$ cat config.mk
export PLATFORM = sky130hd
export DESIGN_NAME = efuse_aen_seq_flat
export DESIGN_NICKNAME = d
export VERILOG_FILES = /design/src/rtl/efuse_aen_seq_if.sv /design/src/rtl/efuse_aen_seq.sv /design/src/flat_wrapper.sv
export SDC_FILE = /design/constraint.sdc
export NUM_CORES = 1
export LEC_CHECK = 0
export CORE_MARGIN = 10
export CORE_UTILIZATION = 52
export CTS_CLUSTER_DIAMETER = 40
export CTS_CLUSTER_SIZE = 12
export DETAILED_ROUTE_END_ITERATION = 6
export HOLD_SLACK_MARGIN = 0.1
export PLACE_DENSITY_LB_ADDON = 0.08
export SETUP_SLACK_MARGIN = 0.2
export SKIP_CTS_REPAIR_TIMING = 1
export SLEW_MARGIN = 0
export SYNTH_ARGS = -nofsm -noshare
export SYNTH_HDL_FRONTEND = slang
export SYNTH_SLANG_ARGS = --single-unit
$ cat constraint.sdc
create_clock -name clk -period 7.9 [get_ports clk]
set_input_delay 1.58 -clock clk [delete_from_list [all_inputs] [get_ports clk]]
set_output_delay 1.58 -clock clk [all_outputs]
set_load 0.02 [all_outputs]
$ cat src/rtl/efuse_aen_seq_if.sv
`default_nettype none
// ============================================================================
// Module  : efuse_aen_seq_if
// Brief   : Register-file / eFuse-macro signal bundle for the AEN sequencer.
// Revision: 1.0
// ============================================================================
interface efuse_aen_seq_if #(
  parameter int ADDR_W = 8,
  parameter int DATA_W = 8,
  parameter int CNT_W  = 10,
  parameter int BSEL_W = $clog2(DATA_W)
);
  logic              rg_efuse_reg_mode;
  logic              rg_efuse_refresh;
  logic              rg_efuse_pgmen;
  logic              rg_efuse_rden;
  logic              rg_efuse_aen;
  logic [ADDR_W-1:0] rg_efuse_addr;
  logic [DATA_W-1:0] rg_efuse_wdata;
  logic [CNT_W-1:0]  rg_efuse_tsu;
  logic [CNT_W-1:0]  rg_efuse_tpgm;
  logic [CNT_W-1:0]  rg_efuse_trd;
  logic              efuse_aen;
  logic [ADDR_W-1:0] efuse_addr_o;
  logic [BSEL_W-1:0] efuse_bitsel;
  logic              rg_efuse_aen_busy;
  logic              rg_efuse_aen_done;
  logic              rg_efuse_aen_err;

  modport master (
    output rg_efuse_reg_mode, rg_efuse_refresh, rg_efuse_pgmen, rg_efuse_rden,
           rg_efuse_aen, rg_efuse_addr, rg_efuse_wdata, rg_efuse_tsu,
           rg_efuse_tpgm, rg_efuse_trd,
    input  efuse_aen, efuse_addr_o, efuse_bitsel, rg_efuse_aen_busy,
           rg_efuse_aen_done, rg_efuse_aen_err
  );

  modport slave (
    input  rg_efuse_reg_mode, rg_efuse_refresh, rg_efuse_pgmen, rg_efuse_rden,
           rg_efuse_aen, rg_efuse_addr, rg_efuse_wdata, rg_efuse_tsu,
           rg_efuse_tpgm, rg_efuse_trd,
    output efuse_aen, efuse_addr_o, efuse_bitsel, rg_efuse_aen_busy,
           rg_efuse_aen_done, rg_efuse_aen_err
  );
endinterface
`default_nettype wire

$ cat src/rtl/efuse_aen_seq.sv
`default_nettype none
// ============================================================================
// Module  : efuse_aen_seq
// Brief   : eFuse AEN strobe sequencer (read / per-bit program, manual bypass).
// Revision: 1.0
// ============================================================================
module efuse_aen_seq #(
  parameter int ADDR_W = 8,
  parameter int DATA_W = 8,
  parameter int CNT_W  = 10,
  parameter int BSEL_W = $clog2(DATA_W)
) (
  input  logic clk,
  input  logic rst_n,
  efuse_aen_seq_if.slave bus
);

  typedef enum logic [1:0] {
    S_IDLE  = 2'd0,
    S_SETUP = 2'd1,
    S_HIGH  = 2'd2,
    S_NEXT  = 2'd3
  } state_e;

  state_e            state_q, state_d;
  logic [CNT_W-1:0]  cnt_q, cnt_d;
  logic [ADDR_W-1:0] addr_q, addr_d;
  logic [DATA_W-1:0] wdata_q, wdata_d;
  logic              pgm_q, pgm_d;
  logic [BSEL_W-1:0] bitsel_q, bitsel_d;
  logic              busy_q, busy_d;
  logic              done_q, done_d;
  logic              err_q, err_d;
  logic              aen_q, aen_d;
  logic [ADDR_W-1:0] last_addr_q, last_addr_d;
  logic              last_valid_q, last_valid_d;
  logic              refresh_d1_q;

  logic              mode_ok_w;
  logic              refresh_rise_w;
  logic              start_w;
  logic              abort_w;
  logic              suppress_w;
  logic [CNT_W-1:0]  tsu_lim_w;
  logic [CNT_W-1:0]  thi_w;
  logic [CNT_W-1:0]  thi_lim_w;
  logic              last_bit_w;
  logic [BSEL_W-1:0] bitsel_inc_w;

  assign mode_ok_w      = bus.rg_efuse_pgmen ^ bus.rg_efuse_rden;
  assign refresh_rise_w = bus.rg_efuse_refresh & ~refresh_d1_q;
  assign start_w        = (state_q == S_IDLE) & bus.rg_efuse_reg_mode & refresh_rise_w & mode_ok_w;
  assign abort_w        = (state_q != S_IDLE) & (~mode_ok_w | ~bus.rg_efuse_reg_mode);
  assign suppress_w     = ~bus.rg_efuse_pgmen & last_valid_q & (bus.rg_efuse_addr == last_addr_q);

  // Zero-valued timing registers behave as one cycle
  assign tsu_lim_w    = (bus.rg_efuse_tsu == '0) ? '0 : bus.rg_efuse_tsu - CNT_W'(1);
  assign thi_w        = pgm_q ? bus.rg_efuse_tpgm : bus.rg_efuse_trd;
  assign thi_lim_w    = (thi_w == '0) ? '0 : thi_w - CNT_W'(1);
  assign last_bit_w   = (bitsel_q == BSEL_W'(DATA_W - 1));
  assign bitsel_inc_w = bitsel_q + BSEL_W'(1);

  always_comb begin
    state_d      = state_q;
    cnt_d        = cnt_q + CNT_W'(1);
    addr_d       = addr_q;
    wdata_d      = wdata_q;
    pgm_d        = pgm_q;
    bitsel_d     = bitsel_q;
    busy_d       = busy_q;
    done_d       = done_q;
    err_d        = err_q;
    aen_d        = aen_q;
    last_addr_d  = last_addr_q;
    last_valid_d = last_valid_q;

    case (state_q)
      S_IDLE: begin
        cnt_d = '0;
        if (refresh_rise_w && !mode_ok_w) begin
          last_valid_d = 1'b0;
        end
        if (start_w) begin
          addr_d   = bus.rg_efuse_addr;
          wdata_d  = bus.rg_efuse_wdata;
          pgm_d    = bus.rg_efuse_pgmen;
          bitsel_d = '0;
          err_d    = 1'b0;
          if (suppress_w) begin
            done_d = 1'b1;
            busy_d = 1'b0;
          end else begin
            done_d  = 1'b0;
            busy_d  = 1'b1;
            state_d = (!bus.rg_efuse_pgmen || bus.rg_efuse_wdata[0]) ? S_SETUP : S_NEXT;
          end
        end
      end
      S_SETUP: begin
        if (cnt_q == tsu_lim_w) begin
          state_d = S_HIGH;
          cnt_d   = '0;
          aen_d   = 1'b1;
        end
      end
      S_HIGH: begin
        if (cnt_q == thi_lim_w) begin
          aen_d = 1'b0;
          cnt_d = '0;
          if (pgm_q) begin
            state_d = S_NEXT;
          end else begin
            state_d      = S_IDLE;
            last_addr_d  = addr_q;
            last_valid_d = 1'b1;
            done_d       = 1'b1;
            busy_d       = 1'b0;
          end
        end
      end
      S_NEXT: begin
        cnt_d = '0;
        if (last_bit_w) begin
          state_d = S_IDLE;
          done_d  = 1'b1;
          busy_d  = 1'b0;
        end else begin
          bitsel_d = bitsel_inc_w;
          state_d  = wdata_q[bitsel_inc_w] ? S_SETUP : S_NEXT;
        end
      end
      default: state_d = S_IDLE;
    endcase

    // Losing a valid mode or register control mid-sequence kills the pulse
    if (abort_w) begin
      state_d      = S_IDLE;
      cnt_d        = '0;
      aen_d        = 1'b0;
      busy_d       = 1'b0;
      done_d       = 1'b0;
      err_d        = 1'b1;
      last_valid_d = 1'b0;
    end
  end

  always_ff @(posedge clk or negedge rst_n) begin
    if (!rst_n) begin
      state_q      <= S_IDLE;
      cnt_q        <= '0;
      addr_q       <= '0;
      wdata_q      <= '0;
      pgm_q        <= 1'b0;
      bitsel_q     <= '0;
      busy_q       <= 1'b0;
      done_q       <= 1'b0;
      err_q        <= 1'b0;
      aen_q        <= 1'b0;
      last_addr_q  <= '0;
      last_valid_q <= 1'b0;
      refresh_d1_q <= 1'b0;
    end else begin
      state_q      <= state_d;
      cnt_q        <= cnt_d;
      addr_q       <= addr_d;
      wdata_q      <= wdata_d;
      pgm_q        <= pgm_d;
      bitsel_q     <= bitsel_d;
      busy_q       <= busy_d;
      done_q       <= done_d;
      err_q        <= err_d;
      aen_q        <= aen_d;
      last_addr_q  <= last_addr_d;
      last_valid_q <= last_valid_d;
      refresh_d1_q <= bus.rg_efuse_refresh;
    end
  end

  assign bus.efuse_aen         = (!busy_q && !mode_ok_w) ? bus.rg_efuse_aen : aen_q;
  assign bus.efuse_addr_o      = addr_q;
  assign bus.efuse_bitsel      = bitsel_q;
  assign bus.rg_efuse_aen_busy = busy_q;
  assign bus.rg_efuse_aen_done = done_q;
  assign bus.rg_efuse_aen_err  = err_q;

endmodule
`default_nettype wire

$ cat src/flat_wrapper.sv
// flat-port wrapper written by rule: the top's interface ports become plain ports
module efuse_aen_seq_flat 
#(
  parameter int ADDR_W = 8,
  parameter int DATA_W = 8,
  parameter int CNT_W  = 10,
  parameter int BSEL_W = $clog2(DATA_W)
)
  (clk, rst_n, bus_rg_efuse_reg_mode, bus_rg_efuse_refresh, bus_rg_efuse_pgmen, bus_rg_efuse_rden, bus_rg_efuse_aen, bus_rg_efuse_addr, bus_rg_efuse_wdata, bus_rg_efuse_tsu, bus_rg_efuse_tpgm, bus_rg_efuse_trd, bus_efuse_aen, bus_efuse_addr_o, bus_efuse_bitsel, bus_rg_efuse_aen_busy, bus_rg_efuse_aen_done, bus_rg_efuse_aen_err);
  efuse_aen_seq_if #(.ADDR_W(ADDR_W), .DATA_W(DATA_W), .CNT_W(CNT_W), .BSEL_W(BSEL_W)) bus_i ();
  input  logic clk;
  input  logic rst_n;
  input wire logic [$bits(bus_i.rg_efuse_reg_mode)-1:0] bus_rg_efuse_reg_mode;
  input wire logic [$bits(bus_i.rg_efuse_refresh)-1:0] bus_rg_efuse_refresh;
  input wire logic [$bits(bus_i.rg_efuse_pgmen)-1:0] bus_rg_efuse_pgmen;
  input wire logic [$bits(bus_i.rg_efuse_rden)-1:0] bus_rg_efuse_rden;
  input wire logic [$bits(bus_i.rg_efuse_aen)-1:0] bus_rg_efuse_aen;
  input wire logic [$bits(bus_i.rg_efuse_addr)-1:0] bus_rg_efuse_addr;
  input wire logic [$bits(bus_i.rg_efuse_wdata)-1:0] bus_rg_efuse_wdata;
  input wire logic [$bits(bus_i.rg_efuse_tsu)-1:0] bus_rg_efuse_tsu;
  input wire logic [$bits(bus_i.rg_efuse_tpgm)-1:0] bus_rg_efuse_tpgm;
  input wire logic [$bits(bus_i.rg_efuse_trd)-1:0] bus_rg_efuse_trd;
  output wire logic [$bits(bus_i.efuse_aen)-1:0] bus_efuse_aen;
  output wire logic [$bits(bus_i.efuse_addr_o)-1:0] bus_efuse_addr_o;
  output wire logic [$bits(bus_i.efuse_bitsel)-1:0] bus_efuse_bitsel;
  output wire logic [$bits(bus_i.rg_efuse_aen_busy)-1:0] bus_rg_efuse_aen_busy;
  output wire logic [$bits(bus_i.rg_efuse_aen_done)-1:0] bus_rg_efuse_aen_done;
  output wire logic [$bits(bus_i.rg_efuse_aen_err)-1:0] bus_rg_efuse_aen_err;
  assign bus_i.rg_efuse_reg_mode = bus_rg_efuse_reg_mode;
  assign bus_i.rg_efuse_refresh = bus_rg_efuse_refresh;
  assign bus_i.rg_efuse_pgmen = bus_rg_efuse_pgmen;
  assign bus_i.rg_efuse_rden = bus_rg_efuse_rden;
  assign bus_i.rg_efuse_aen = bus_rg_efuse_aen;
  assign bus_i.rg_efuse_addr = bus_rg_efuse_addr;
  assign bus_i.rg_efuse_wdata = bus_rg_efuse_wdata;
  assign bus_i.rg_efuse_tsu = bus_rg_efuse_tsu;
  assign bus_i.rg_efuse_tpgm = bus_rg_efuse_tpgm;
  assign bus_i.rg_efuse_trd = bus_rg_efuse_trd;
  assign bus_efuse_aen = bus_i.efuse_aen;
  assign bus_efuse_addr_o = bus_i.efuse_addr_o;
  assign bus_efuse_bitsel = bus_i.efuse_bitsel;
  assign bus_rg_efuse_aen_busy = bus_i.rg_efuse_aen_busy;
  assign bus_rg_efuse_aen_done = bus_i.rg_efuse_aen_done;
  assign bus_rg_efuse_aen_err = bus_i.rg_efuse_aen_err;
  efuse_aen_seq #(.ADDR_W(ADDR_W), .DATA_W(DATA_W), .CNT_W(CNT_W), .BSEL_W(BSEL_W)) u_core (.clk(clk), .rst_n(rst_n), .bus(bus_i));
endmodule
==> run_summary.xml, run 1 <==
<?xml version="1.0" encoding="UTF-8"?>
<metrics>
  <group name="die">
    <metric name="floorplan.core_area" unit="µm²">6350</metric>
    <metric name="floorplan.initialDensity" unit="%">53.8</metric>
    <metric name="die-height" unit="µm">101</metric>
    <metric name="ios" unit="">68</metric>
    <metric name="die_x" unit="µm">101</metric>
    <metric name="placement_rows" unit="">29</metric>
    <metric name="die-area" unit="µm²">10200</metric>
  </group>
  <group name="clock_tree">
    <metric name="tritoncts_clock_tree" unit="">built</metric>
    <metric name="clk_pin_slew" unit="ns">0.09</metric>
    <metric name="cts.root.buffer_cell" unit="">clkbuf_8</metric>
    <metric name="cts_htree_levels" unit="">2</metric>
    <metric name="worst_skew_pair.late_latency" unit="ns">0.31</metric>
    <metric name="clkSinkCount" unit="">46</metric>
    <metric name="number_of_buffers_added_by_the_clock_tree_synthesis_step" unit="">5</metric>
    <metric name="ctsLongestPathBuffers" unit="">2</metric>
  </group>
  <group name="outcome">
    <metric name="run_status" unit="">finished, final reports clean</metric>
  </group>
  <group name="flow_run">
    <metric name="total_of_max_cap_violations" unit="">0</metric>
  </group>
  <group name="route">
    <metric name="wirelength" unit="mm">8.45</metric>
    <metric name="ant_nets" unit="">0</metric>
    <metric name="drt_iter0_markers" unit="">111</metric>
    <metric name="post_drt_wl_per_cell" unit="µm">17.3</metric>
    <metric name="drt-met1-wl" unit="mm">3.77</metric>
    <metric name="drc" unit="">0</metric>
    <metric name="routed_via_density" unit="">5.88</metric>
    <metric name="top_layer" unit="">met4</metric>
    <metric name="met2WireLength" unit="mm">4.02</metric>
    <metric name="met3_length" unit="µm">509</metric>
    <metric name="routed-via-count" unit="">2875</metric>
    <metric name="drt_pre_antenna_iters" unit="">4</metric>
  </group>
  <group name="yosys">
    <metric name="yosys_register_bits" unit="">46</metric>
    <metric name="postSynthAreaPerCell" unit="µm²">9.70</metric>
    <metric name="ys.warnings.count" unit="">0</metric>
    <metric name="netlist.area_leader.share" unit="%">33.7</metric>
    <metric name="postSynthNetCount" unit="">416</metric>
    <metric name="synth_commonest_cells" unit="">dfrtp_1 (46), mux2_2 (26), nor2_1 (26), xnor2_1 (21), nand2_1 (15)</metric>
    <metric name="syn_inst" unit="">352</metric>
    <metric name="synth_top_cell_by_area" unit="">dfrtp_1</metric>
    <metric name="synth_most_common_cell" unit="">dfrtp_1</metric>
    <metric name="synth.area.top_cells" unit="">dfrtp_1 (34%), mux2_2 (8.6%), xnor2_1 (5.4%)</metric>
    <metric name="synth_cell_type_count" unit="">69</metric>
    <metric name="synth-async-reset-ratio" unit="%">100</metric>
    <metric name="ys.flop_type" unit="">dfrtp_1</metric>
    <metric name="synth-edff-count" unit="">0</metric>
    <metric name="synthesis.area" unit="µm²">3420</metric>
    <metric name="ys_seq_area_share" unit="%">33.7</metric>
  </group>
  <group name="finish">
    <metric name="antenna_cells_inserted" unit="">0</metric>
    <metric name="syn_to_final_growth" unit="%">23.4</metric>
    <metric name="postLayoutCoreUtil" unit="%">66.4</metric>
    <metric name="layout_cells_sized_above_1" unit="%">11.9</metric>
    <metric name="design.final.nets" unit="">475</metric>
  </group>
  <group name="worst_setup_path">
    <metric name="timing.critical_path.required" unit="ns">8.10</metric>
    <metric name="highest_fanout_seen_on_the_critical_path" unit="">8</metric>
    <metric name="regToRegSetupSlack" unit="ns">3.95</metric>
    <metric name="timing_worst_setup_path_type" unit="">in2reg</metric>
    <metric name="startpoint_type" unit="">input pin</metric>
    <metric name="cp.arrival" unit="ns">5.22</metric>
    <metric name="critical_path.endpoint_type" unit="">flip-flop</metric>
  </group>
  <group name="global_routing">
    <metric name="grt_max_degree" unit="">47</metric>
    <metric name="grt_antenna_before_repair" unit="">0</metric>
    <metric name="overflow" unit="">0</metric>
    <metric name="grt.total_usage" unit="%">16.4</metric>
    <metric name="wire_length_of_the_first_global_routing_pass" unit="mm">14.1</metric>
    <metric name="first_global_vias" unit="">2986</metric>
  </group>
  <group name="place">
    <metric name="count_of_buffers_inserted_at_the_top_level_ports" unit="">67</metric>
    <metric name="placer_s_final_routability_congestion_estimate" unit="">0.875</metric>
    <metric name="hpwlAfterDp" unit="mm">6.59</metric>
  </group>
  <group name="sta">
    <metric name="worst_slew_margin_rel" unit="%">24.3</metric>
    <metric name="report.final.slew_viol_count" unit="">0</metric>
    <metric name="setup_viol" unit="">0</metric>
    <metric name="timing.setup.tns" unit="ns">0</metric>
    <metric name="worst_pin_slew" unit="ns">1.13</metric>
    <metric name="period_needed" unit="ns">5.03</metric>
    <metric name="fin_crit_sh" unit="%">63.6</metric>
    <metric name="timing_hold_violations_final" unit="">0</metric>
    <metric name="grt_setup_unrepaired" unit="">false</metric>
    <metric name="fmaxAchievable" unit="GHz">0.199</metric>
    <metric name="finClkSkew" unit="ns">0.00912</metric>
  </group>
  <group name="worst_hold_path">
    <metric name="hold_class" unit="">reg2reg</metric>
  </group>
  <group name="power">
    <metric name="fin_total_pwr" unit="µW">1070</metric>
    <metric name="power_per_cell_area" unit="nW/µm²">254</metric>
    <metric name="irDropWorstVdd" unit="µV">229</metric>
    <metric name="power.leakage" unit="µW">0.00172</metric>
  </group>
</metrics>
## worst max-delay path: stages
cell             delay [ns]
clkdlybuf4s50_1        0.45
or4b_1                 0.55
a222oi_1               0.64
xor2_1                 0.23
a21oi_1                0.09
o311a_1                0.33
nor4_1                 0.46
nand4b_1               0.47
mux2_2                 0.42
## cell usage in the layout (no fill, tap or decap), types with 3 or more instances in the layout
master           instances
nand2_1                 15
nor3_1                  13
nor4_1                   5
a21o_1                   6
nor2b_1                  4
nand4b_1                 3
a21oi_1                 12
o21ai_0                 10
nor4b_1                  4
o31ai_1                  5
clkdlybuf4s50_1         66
mux2i_1                 12
nand2b_1                 4
xor2_1                  13
or3b_2                   3
o21a_1                   3
dfrtp_1                 46
a21boi_0                 3
clkbuf_8                 5
nor2_1                  26
nand3_1                 12
ha_1                    11
a31oi_1                  3
xnor2_1                 21
or3_1                    7
a22o_1                   4
mux2_2                  26
inv_1                   11
## flip-flops by register name, indices dropped and copies added, names as in the netlist
signal and cells:
u_core.wdata_q 8, u_core.pgm_q 1, u_core.bus.efuse_bitsel 3, u_core.refresh_d1_q 1
u_core.aen_q 1, u_core.bus.efuse_addr_o 8, u_core.bus.rg_efuse_aen_err 1, u_core.last_valid_q 1
u_core.state_q 2, u_core.last_addr_q 8, u_core.bus.rg_efuse_aen_busy 1, u_core.bus.rg_efuse_aen_done 1
u_core.cnt_q 10
## power by group
| group | internal (µW) | switching (µW) | total, µW | leakage [µW] |
|---|---|---|---|---|
| combinational | 279 | 295 | 574 | 0.00108 |
| clock | 63.9 | 86.0 | 150 | 0.0000447 |
| sequential | 295 | 51.7 | 347 | 0.000602 |
| total | 638 | 433 | 1070 | 0.00172 |
## final timing paths
check | startpoint | endpoint | cells past startpoint
setup / recovery | bus_rg_efuse_tpgm[0] | u_core.last_addr_q[0] | 9
hold / removal | u_core.bus.rg_efuse_aen_done | u_core.bus.rg_efuse_aen_done | 1
setup reg to reg | u_core.pgm_q | u_core.last_addr_q[0] | 10
hold reg to reg | u_core.bus.rg_efuse_aen_done | u_core.bus.rg_efuse_aen_done | 1
max in group asynchronous | rst_n | u_core.wdata_q[1] | 1
min in group asynchronous | rst_n | u_core.bus.efuse_addr_o[1] | 1
## through the flow
stage | hold WS (ns) | area (µm²) | instances | worst slack [ns]
final | 0.491 | 4210 | 489 | 2.87
after global routing | 0.514 | 4210 | 489 | 2.72
after CTS | 0.499 | 4210 | 489 | 2.90
after detailed placement | 0.475 | 4120 | 481 | 2.63
after global placement | 0.469 | 4120 | 481 | 2.73
after floorplan | 0.445 | 3420 | 352 | 3.56
## cell type report
class                      count  area (µm²)
sequential                    46        1150
inverter                      11        41.3
timing repair buffer          68         673
clock buffer                   5        68.8
multi-input combinational    279        2160
tap                           77        96.3
clock inverter                 3        25.0
fill                         545        2140
## cells by family after synthesis
logic type	after synthesis	share of synthesized area, %
AOI/OAI and AO/OA	77	16.6
xor gates and xnor gates	36	10.1
adders and majority gates	11	4.03
buffers and inverters	27	3.11
DFF	46	33.7
muxes	40	13.4
and+or+nand+nor	115	19.0
## routing by layer
layer  GRT usage (%)  vias to the layer above
met5               0                        -
met4            5.04                        0
met3            4.60                       14
met2            26.9                       71
met1            20.2                     1361
li1                -                     1429
Power figures use the tool's default switching activity.
==> inputs of run 2 (changes only) <==
==> constraint.sdc (replaced) <==
create_clock -name clk -period 5.2 [get_ports clk]
set_input_delay 1.04 -clock clk [delete_from_list [all_inputs] [get_ports clk]]
set_output_delay 1.04 -clock clk [all_outputs]
set_load 0.02 [all_outputs]
==> run_summary.xml, run 2 (synthesis gave the netlist of run 1 again) <==
<?xml version="1.0" encoding="UTF-8"?>
<metrics>
  <group name="worst_setup_path">
    <metric name="path_buf_inv" unit="">1</metric>
    <metric name="crit_path_slowest_cell" unit="">a222oi_1</metric>
    <metric name="timing.critical_path.required" unit="ns">5.39</metric>
    <metric name="startpoint_type" unit="">input pin</metric>
    <metric name="timing_worst_setup_path_type" unit="">in2reg</metric>
    <metric name="critical-path-top-delay-family" unit="">simple AND/OR/NAND/NOR gates</metric>
    <metric name="critical_path.endpoint_type" unit="">flip-flop</metric>
    <metric name="highest_fanout_seen_on_the_critical_path" unit="">8</metric>
    <metric name="critical_path.cell_chain" unit="">clkdlybuf4s50_1 &gt; or4b_1 &gt; a222oi_1 &gt; xor2_1 &gt; a21oi_1 &gt; o311a_1 &gt; nor4_1 &gt; nand4b_1 &gt; mux2_2</metric>
    <metric name="slowest_delay" unit="ns">0.57</metric>
    <metric name="cp.arrival" unit="ns">4.58</metric>
  </group>
  <group name="finish">
    <metric name="syn_to_final_growth" unit="%">23.4</metric>
    <metric name="largest_reg_flops" unit="">10</metric>
    <metric name="final_common_cell" unit="">clkdlybuf4s50_1</metric>
    <metric name="ff_latch_area" unit="µm²">1150</metric>
    <metric name="layout_cells_sized_above_1" unit="%">11.9</metric>
    <metric name="design.final.nets" unit="">476</metric>
    <metric name="layout.filler_cells" unit="">523</metric>
    <metric name="finish.instance_area" unit="µm²">4210</metric>
    <metric name="multiInputGateArea" unit="µm²">2160</metric>
    <metric name="largest-register" unit="">u_core.cnt_q</metric>
    <metric name="antenna_cells_inserted" unit="">0</metric>
    <metric name="layout_common_cells" unit="">clkdlybuf4s50_1 (66), dfrtp_1 (46), nor2_1 (26), mux2_2 (26), xnor2_1 (21)</metric>
  </group>
  <group name="place">
    <metric name="post_dp_cell_area" unit="µm²">4130</metric>
    <metric name="placer_s_final_routability_congestion_estimate" unit="">0.877</metric>
    <metric name="count_of_buffers_inserted_at_the_top_level_ports" unit="">67</metric>
    <metric name="hpwlAfterDp" unit="mm">6.63</metric>
  </group>
  <group name="route">
    <metric name="wirelength" unit="mm">8.42</metric>
    <metric name="drt_iter0_markers" unit="">122</metric>
    <metric name="drc" unit="">0</metric>
    <metric name="routed_via_density" unit="">5.94</metric>
    <metric name="ant_nets" unit="">0</metric>
    <metric name="routed-via-count" unit="">2913</metric>
    <metric name="post_drt_wl_per_cell" unit="µm">17.2</metric>
    <metric name="drt_pre_antenna_iters" unit="">4</metric>
  </group>
  <group name="clock_tree">
    <metric name="cts.root.buffer_cell" unit="">clkbuf_8</metric>
    <metric name="worst_skew_pair.late_latency" unit="ns">0.30</metric>
    <metric name="ctsLongestPathBuffers" unit="">2</metric>
    <metric name="clkSinkCount" unit="">46</metric>
    <metric name="number_of_buffers_added_by_the_clock_tree_synthesis_step" unit="">5</metric>
    <metric name="cts_htree_levels" unit="">2</metric>
    <metric name="clk_pin_slew" unit="ns">0.08</metric>
    <metric name="tritoncts_clock_tree" unit="">built</metric>
  </group>
  <group name="power">
    <metric name="fin_total_pwr" unit="µW">1610</metric>
    <metric name="power.leakage" unit="µW">0.00173</metric>
    <metric name="power_per_cell_area" unit="nW/µm²">383</metric>
    <metric name="irDropWorstVdd" unit="µV">301</metric>
  </group>
  <group name="global_routing">
    <metric name="first_global_vias" unit="">2936</metric>
    <metric name="grt.total_usage" unit="%">15.6</metric>
    <metric name="grt_max_degree" unit="">47</metric>
    <metric name="wire_length_of_the_first_global_routing_pass" unit="mm">13.4</metric>
    <metric name="grt_antenna_before_repair" unit="">0</metric>
    <metric name="overflow" unit="">0</metric>
  </group>
  <group name="die">
    <metric name="die_x" unit="µm">101</metric>
    <metric name="die-height" unit="µm">101</metric>
    <metric name="floorplan.core_area" unit="µm²">6350</metric>
    <metric name="die-area" unit="µm²">10200</metric>
    <metric name="ios" unit="">68</metric>
    <metric name="placement_rows" unit="">29</metric>
    <metric name="floorplan.initialDensity" unit="%">53.8</metric>
  </group>
  <group name="sta">
    <metric name="holdWs" unit="ns">0.484</metric>
    <metric name="period_needed" unit="ns">4.39</metric>
    <metric name="setup_viol" unit="">0</metric>
    <metric name="fin_crit_sh" unit="%">84.4</metric>
    <metric name="report.final.slew_viol_count" unit="">0</metric>
    <metric name="finClkSkew" unit="ns">0.00591</metric>
    <metric name="timing.setup.tns" unit="ns">0</metric>
    <metric name="timing_hold_violations_final" unit="">0</metric>
    <metric name="grt_setup_unrepaired" unit="">false</metric>
    <metric name="fmaxAchievable" unit="GHz">0.228</metric>
    <metric name="worst_slew_margin_rel" unit="%">33.5</metric>
    <metric name="worst_pin_slew" unit="ns">0.997</metric>
  </group>
  <group name="outcome">
    <metric name="run_status" unit="">finished, final reports clean</metric>
  </group>
  <group name="flow_run">
    <metric name="total_of_max_cap_violations" unit="">0</metric>
  </group>
  <group name="worst_hold_path">
    <metric name="hold_class" unit="">reg2reg</metric>
  </group>
</metrics>
-- run 2: changes by cell type in the layout (fill, tap and decap cells not counted), sizes merged --
cell / before / now
clkinvlp: 1 / 0
inv: 12 / 11
clkbuf: 5 / 6
buf: 2 / 3
clkinv: 1 / 2
-- run 2: final timing paths --
kind,start,to,slack [ns],depth (start not counted)
min in group asynchronous,rst_n,u_core.bus.efuse_addr_o[1],0.90,1
hold reg to reg,u_core.bus.rg_efuse_aen_done,u_core.bus.rg_efuse_aen_done,0.48,1
hold / removal,u_core.bus.rg_efuse_aen_done,u_core.bus.rg_efuse_aen_done,0.48,1
max in group asynchronous,rst_n,u_core.wdata_q[0],3.68,1
setup / recovery,bus_rg_efuse_tpgm[0],u_core.last_addr_q[7],0.81,9
setup reg to reg,u_core.pgm_q,u_core.cnt_q[6],1.14,10
-- run 2: metal layers --
layer | global-route usage (%) | wire length, µm | vias to the layer above
met5 | 0 | 0 | -
met4 | 5.04 | 120 | 0
met3 | 4.53 | 644 | 14
met2 | 26.4 | 4010 | 79
met1 | 18.6 | 3640 | 1383
li1 | - | - | 1437
-- run 2: area by class of cell --
type / instances / share of cell area [%]
clock inverters: 2 / 0.327
flip-flops and latches: 46 / 27.3
well taps: 77 / 2.29
multi-input cells: 279 / 51.2
clock buffers: 6 / 1.72
repair buffers: 69 / 16.2
inverters: 11 / 0.980
-- run 2: where the power goes --
part	leakage, µW	total [µW]	switching (µW)	internal (µW)
clock	0.0000452	213	118	94.9
sequential	0.000602	549	101	449
combinational	0.00108	851	427	424
-- run 2: per-stage QoR --
stage	util [%]	cells	setup WS (ns)
final	66.4	490	0.810
after floorplan	-	352	1.40
after CTS	66.4	490	0.865
after global placement	65.0	482	0.562
after detailed placement	65.0	482	0.545
after global routing	66.4	490	0.456
==> inputs of run 3 (changes only) <==
--- a/config.mk
+++ b/config.mk
@@ -6,7 +6,7 @@
 export NUM_CORES = 1
 export LEC_CHECK = 0
 export CORE_MARGIN = 10
-export CORE_UTILIZATION = 52
+export CORE_UTILIZATION = 47
 export CTS_CLUSTER_DIAMETER = 40
 export CTS_CLUSTER_SIZE = 12
 export DETAILED_ROUTE_END_ITERATION = 6
==> constraint.sdc (replaced) <==
create_clock -name clk -period 3.8 [get_ports clk]
set_input_delay 0.76 -clock clk [delete_from_list [all_inputs] [get_ports clk]]
set_output_delay 0.76 -clock clk [all_outputs]
set_load 0.02 [all_outputs]
==> run_summary.xml, run 3 (synthesis gave the netlist of run 1 again) <==
<?xml version="1.0" encoding="UTF-8"?>
<metrics>
  <group name="outcome">
    <metric name="run_status" unit="">finished, final reports clean</metric>
  </group>
  <group name="place">
    <metric name="placer_s_final_routability_congestion_estimate" unit="">0.874</metric>
    <metric name="post_dp_cell_area" unit="µm²">4410</metric>
    <metric name="count_of_buffers_inserted_at_the_top_level_ports" unit="">67</metric>
    <metric name="hpwlAfterDp" unit="mm">6.87</metric>
    <metric name="placedCellCount" unit="">538</metric>
  </group>
  <group name="finish">
    <metric name="layout_cells_sized_above_1" unit="%">22.8</metric>
    <metric name="final_common_cell" unit="">clkdlybuf4s50_1</metric>
    <metric name="layoutNonFillerInstCount" unit="">551</metric>
    <metric name="largest-register" unit="">u_core.cnt_q</metric>
    <metric name="layout_common_cells" unit="">clkdlybuf4s50_1 (51), dfrtp_1 (45), buf_4 (40), mux2_2 (26), nor2_1 (24)</metric>
    <metric name="design.final.nets" unit="">515</metric>
    <metric name="largest_reg_flops" unit="">10</metric>
    <metric name="syn_to_final_growth" unit="%">36.0</metric>
    <metric name="finish.instance_area" unit="µm²">4640</metric>
    <metric name="antenna_cells_inserted" unit="">0</metric>
  </group>
  <group name="die">
    <metric name="placement_rows" unit="">31</metric>
    <metric name="floorplan.initialDensity" unit="%">47.6</metric>
    <metric name="die_x" unit="µm">105</metric>
    <metric name="floorplan.core_area" unit="µm²">7180</metric>
    <metric name="die-area" unit="µm²">11100</metric>
    <metric name="ios" unit="">68</metric>
    <metric name="die-height" unit="µm">105</metric>
  </group>
  <group name="worst_setup_path">
    <metric name="highest_fanout_seen_on_the_critical_path" unit="">5</metric>
    <metric name="timing.critical_path.required" unit="ns">3.99</metric>
    <metric name="critical_path.endpoint_type" unit="">flip-flop</metric>
    <metric name="timing.rr.start" unit="">u_core.pgm_q</metric>
    <metric name="regToRegSetupSlack" unit="ns">0.34</metric>
    <metric name="cp.arrival" unit="ns">3.68</metric>
    <metric name="timing_worst_setup_path_type" unit="">in2reg</metric>
    <metric name="startpoint_type" unit="">input pin</metric>
    <metric name="crit_path_start" unit="">bus_rg_efuse_tpgm[0]</metric>
  </group>
  <group name="route">
    <metric name="post_drt_wl_per_cell" unit="µm">16.3</metric>
    <metric name="ant_nets" unit="">0</metric>
    <metric name="routed_via_density" unit="">5.56</metric>
    <metric name="drt_iter0_markers" unit="">120</metric>
    <metric name="drc" unit="">0</metric>
    <metric name="routed-via-count" unit="">3061</metric>
    <metric name="drt_pre_antenna_iters" unit="">4</metric>
    <metric name="wirelength" unit="mm">8.97</metric>
  </group>
  <group name="global_routing">
    <metric name="grtUsageMet2" unit="%">26.6</metric>
    <metric name="first_global_vias" unit="">3141</metric>
    <metric name="overflow" unit="">0</metric>
    <metric name="grt.met1_usage" unit="%">20.2</metric>
    <metric name="busiest_metal_layer_after_global_routing" unit="">met2</metric>
    <metric name="grt_max_degree" unit="">47</metric>
    <metric name="grt.total_usage" unit="%">15.8</metric>
    <metric name="wire_length_of_the_first_global_routing_pass" unit="mm">15.1</metric>
    <metric name="grt_antenna_before_repair" unit="">0</metric>
    <metric name="met3_usage" unit="%">3.29</metric>
  </group>
  <group name="power">
    <metric name="power.leakage" unit="µW">0.00206</metric>
    <metric name="power_per_cell_area" unit="nW/µm²">506</metric>
    <metric name="irDropWorstVdd" unit="µV">378</metric>
  </group>
  <group name="sta">
    <metric name="worst_slew_margin_rel" unit="%">33.0</metric>
    <metric name="timing_hold_violations_final" unit="">0</metric>
    <metric name="fin_crit_sh" unit="%">91.8</metric>
    <metric name="period_needed" unit="ns">3.49</metric>
    <metric name="holdWs" unit="ns">0.499</metric>
    <metric name="fmaxAchievable" unit="GHz">0.287</metric>
    <metric name="setup_viol" unit="">0</metric>
    <metric name="finClkSkew" unit="ns">0.00380</metric>
    <metric name="grt_setup_unrepaired" unit="">false</metric>
    <metric name="report.final.slew_viol_count" unit="">0</metric>
    <metric name="worst_pin_slew" unit="ns">1.00</metric>
  </group>
  <group name="flow_run">
    <metric name="total_of_max_cap_violations" unit="">0</metric>
  </group>
  <group name="clock_tree">
    <metric name="clk_pin_slew" unit="ns">0.09</metric>
    <metric name="cts_htree_levels" unit="">2</metric>
    <metric name="clkSinkCount" unit="">46</metric>
    <metric name="number_of_buffers_added_by_the_clock_tree_synthesis_step" unit="">5</metric>
    <metric name="ctsLongestPathBuffers" unit="">2</metric>
    <metric name="tritoncts_clock_tree" unit="">built</metric>
    <metric name="cts.root.buffer_cell" unit="">clkbuf_8</metric>
    <metric name="worst_skew_pair.late_latency" unit="ns">0.30</metric>
  </group>
  <group name="worst_hold_path">
    <metric name="worstHoldStart" unit="">u_core.wdata_q[0]</metric>
    <metric name="hold_class" unit="">reg2reg</metric>
  </group>
</metrics>
==> run 3: changes by cell type in the layout (fill, tap and decap cells not counted), moves of 2 or more <==
cell,previous run,this run
buf_4,2,40
clkdlybuf4s50_1,66,51
dlymetal6s2s_1,0,14
nor2_1,26,24
nor2_2,0,2
nor4b_1,4,2
or4b_1,2,0
or4b_4,0,2
==> run 3: area by class of cell <==
type / count / area, µm²
Tap cell: 99 / 124
Sequential cell: 46 / 1150
Clock inverter: 3 / 21.3
Multi-Input combinational cell: 280 / 2240
Inverter: 11 / 41.3
Clock buffer: 5 / 68.8
Fill cell: 610 / 2530
Timing Repair Buffer: 107 / 996
==> run 3: metrics by stage <==
stage          setup TNS, ns  utilization, %  setup WS, ns  total power, µW
2_1_floorplan              0               -         0.239             1540
3_5_place_dp           -6.45            61.5        -0.359             1990
6_report                   0            64.7         0.311             2350
3_3_place_gp           -6.53            61.5        -0.320             1960
4_1_cts               -0.406            62.7       -0.0492             2290
5_1_grt                    0            64.7         0.209             2530
==> run 3: layer usage <==
layer / vias up / routed length (µm)
li1: 1523 / -
met1: 1448 / 4090
met2: 80 / 4350
met3: 10 / 421
met4: 0 / 110
met5: - / 0
==> run 3: worst paths after layout <==
path	cells past startpoint	to
min	2	u_core.wdata_q[0]
min reg2reg	2	u_core.wdata_q[0]
max in group asynchronous	1	u_core.pgm_q
min in group asynchronous	1	u_core.bus.rg_efuse_aen_done
max reg2reg	10	u_core.cnt_q[7]
max	11	u_core.cnt_q[7]
==> run 3: worst max-delay path, cell delays in order <==
cell and delay (ns):
dlymetal6s2s_1 0.14, or4b_4 0.54, a222oi_1 0.33, buf_4 0.20
xor2_2 0.13, a21oi_1 0.08, o311a_1 0.36, or4_4 0.55
and4b_2 0.29, a21oi_4 0.22, nor2_1 0.07
==> run 3: power breakdown <==
part           switching, µW  internal, µW  total, µW
Clock                    170           129        299
Combinational            647           669       1320
Sequential               119           617        736
==> RTL edit, RTL diff (settings of run 3) <==
Re-encode `state_e` (4 states) as one-hot, 4 bits wide.
--- a/src/rtl/efuse_aen_seq.sv
+++ b/src/rtl/efuse_aen_seq.sv
@@ -16,9 +16,9 @@
 );
 
-  typedef enum logic [1:0] {
-    S_IDLE  = 2'd0,
-    S_SETUP = 2'd1,
-    S_HIGH  = 2'd2,
-    S_NEXT  = 2'd3
+  typedef enum logic [3:0] {
+    S_IDLE  = 4'b0001,
+    S_SETUP = 4'b0010,
+    S_HIGH  = 4'b0100,
+    S_NEXT  = 4'b1000
   } state_e;
 
Check against the original RTL: same outputs for any inputs over 10 cycles, from zero or initial values and one cycle with rst_n low; not proved beyond that.
==> RTL edit against run 3 <==
Cell area grew 1.3%; sequential cell count up 2; area after synthesis decreased by 0.15%; wire length rose by 1.4%; critical path depth increased by 2; register-to-register slack gained 110 ps; worst setup slack lost 42 ps; worst hold slack improved by 3.2 ps; utilization increased by 3.4 points; sequential share of layout area grew 0.72 points; non-clock buffer count is the same; fmax is 1.2% lower.
Power is not compared: it rests on default switching activity, and its combinational part moved more than twofold at a synthesized area within 25%.
==> RTL edit: results (changes against run 3) <==
Setup WS pre-CTS=-278.6 ps (was -359.3 ps); mean number of vias per cell=5.601 (was 5.555); Min-Delay Path Class=primary input to async pin (was flip-flop to flip-flop); commonest cells in the synthesized netlist=dfrtp_1, mux2_2, nor2_1 (unchanged); Rel. slew slack=47.25% (was 33.00%); initial antenna violation count=0 (unchanged); WL met1=4288 microns (was 4091 microns); critical path's slowest cell=or4b_4 (was or4_4); R2R setup slack=450 ps (was 340 ps); WL met2=4474 microns (was 4350 microns); vias in the first global route=2,986 (was 3,141); compound-cell area share of the yosys netlist=14.16% (was 16.63%); WL per Instance=16.73 microns (was 16.29 microns); multiplexer share of the synthesized area=14.67% (was 13.41%); met3 routed WL=313 microns (was 421 microns); Layout fillers=571 (was 610); Post-DP Area=0.004404 sq mm (was 0.004410 sq mm); post-route total power=1529 uW; syn_nets=407 (was 416); Final Skew=3.525 ps (was 3.796 ps); first-pass GRT wire length=14,660 microns (was 15,070 microns); CTS root buf=clkbuf_8 (unchanged); CTS Buf Count=5 (unchanged); Final #Nets=506 (was 515); largest net degree at the start of global routing=34 (was 47); DP HPWL=7001 microns (was 6873 microns); initial DRC count=97 (was 120); xor/xnor share of the synthesized area=9.758% (was 10.11%); adder-cell share of the synthesized area=1.834% (was 4.029%); synth warn=0 (unchanged); Setup WS post-layout=269.2 ps (was 311.2 ps); status=finished clean (unchanged); share of cells above drive strength 1=25.45% (was 22.79%); crit-path max cell delay=500 ps (was 550 ps); Worst Path Required=3980 ps (was 3990 ps); largest reg by FF count=u_core.cnt_q (unchanged); ranking of synthesized cells by area=dfrtp_1, mux2_2, xnor2_1, xor2_1, mux2i_1 (was dfrtp_1, mux2_2, xnor2_1, ha_1, mux2i_1); Seq/Total Area, Yosys=35.25% (was 33.70%); Tot GR Track Use=15.48% (was 15.77%); Port-buffer cells=67 (unchanged); Distinct cells, synth=67 (was 69)
## RTL edit: cell types whose count changed in the layout (fill, tap and decap cells not counted), moves of 5 or more
cell	change
a21oi_1	-5
clkdlybuf4s50_1	+6
dlymetal6s2s_1	-5
ha_1	-8
or3_1	-5
xor2_1	+5
## RTL edit: final cells by class
| class | instances | area (sq um) | area share (%) |
|---|---|---|---|
| Multi-Input combinational cell | 279 | 2241 | 47.63 |
| Sequential cell | 48 | 1204 | 25.59 |
| Timing Repair Buffer | 107 | 1022 | 21.73 |
| Tap cell | 96 | 120.1 | 2.553 |
| Clock buffer | 6 | 82.58 | 1.755 |
| Inverter | 7 | 26.28 | 0.5585 |
| Clock inverter | 1 | 8.758 | 0.1862 |
## RTL edit: per-stage QoR
step / cells / hold slack [ps]
finish: 544 / 502.1
global route: 544 / 534.0
CTS: 537 / 515.9
detailed placement: 530 / 495.7
global placement: 530 / 483.7
floorplan: 349 / 464.4
## RTL edit: final timing paths
kind,end,startpoint,cells past startpoint
worst min-delay path,u_core.state_q[2]$_DFFE_PN0P_,rst_n,1
worst min register to register,u_core.bus.rg_efuse_aen_err$_DFFE_PN0P_,u_core.bus.rg_efuse_aen_err$_DFFE_PN0P_,1
worst max register to register,u_core.cnt_q[8]$_DFF_PN0_,u_core.pgm_q$_DFFE_PN0P_,14
min in group clk,u_core.bus.rg_efuse_aen_err$_DFFE_PN0P_,u_core.bus.rg_efuse_aen_err$_DFFE_PN0P_,1
worst max-delay path,u_core.cnt_q[8]$_DFF_PN0_,bus_rg_efuse_tsu[0],13
max in group asynchronous,u_core.cnt_q[1]$_DFF_PN0_,rst_n,2
## RTL edit: per-layer routing
layer	vias up	GRT usage, %
met2	65	25.91
met5	-	0
met4	0	1.863
li1	1502	-
met1	1476	20.68
met3	4	2.887
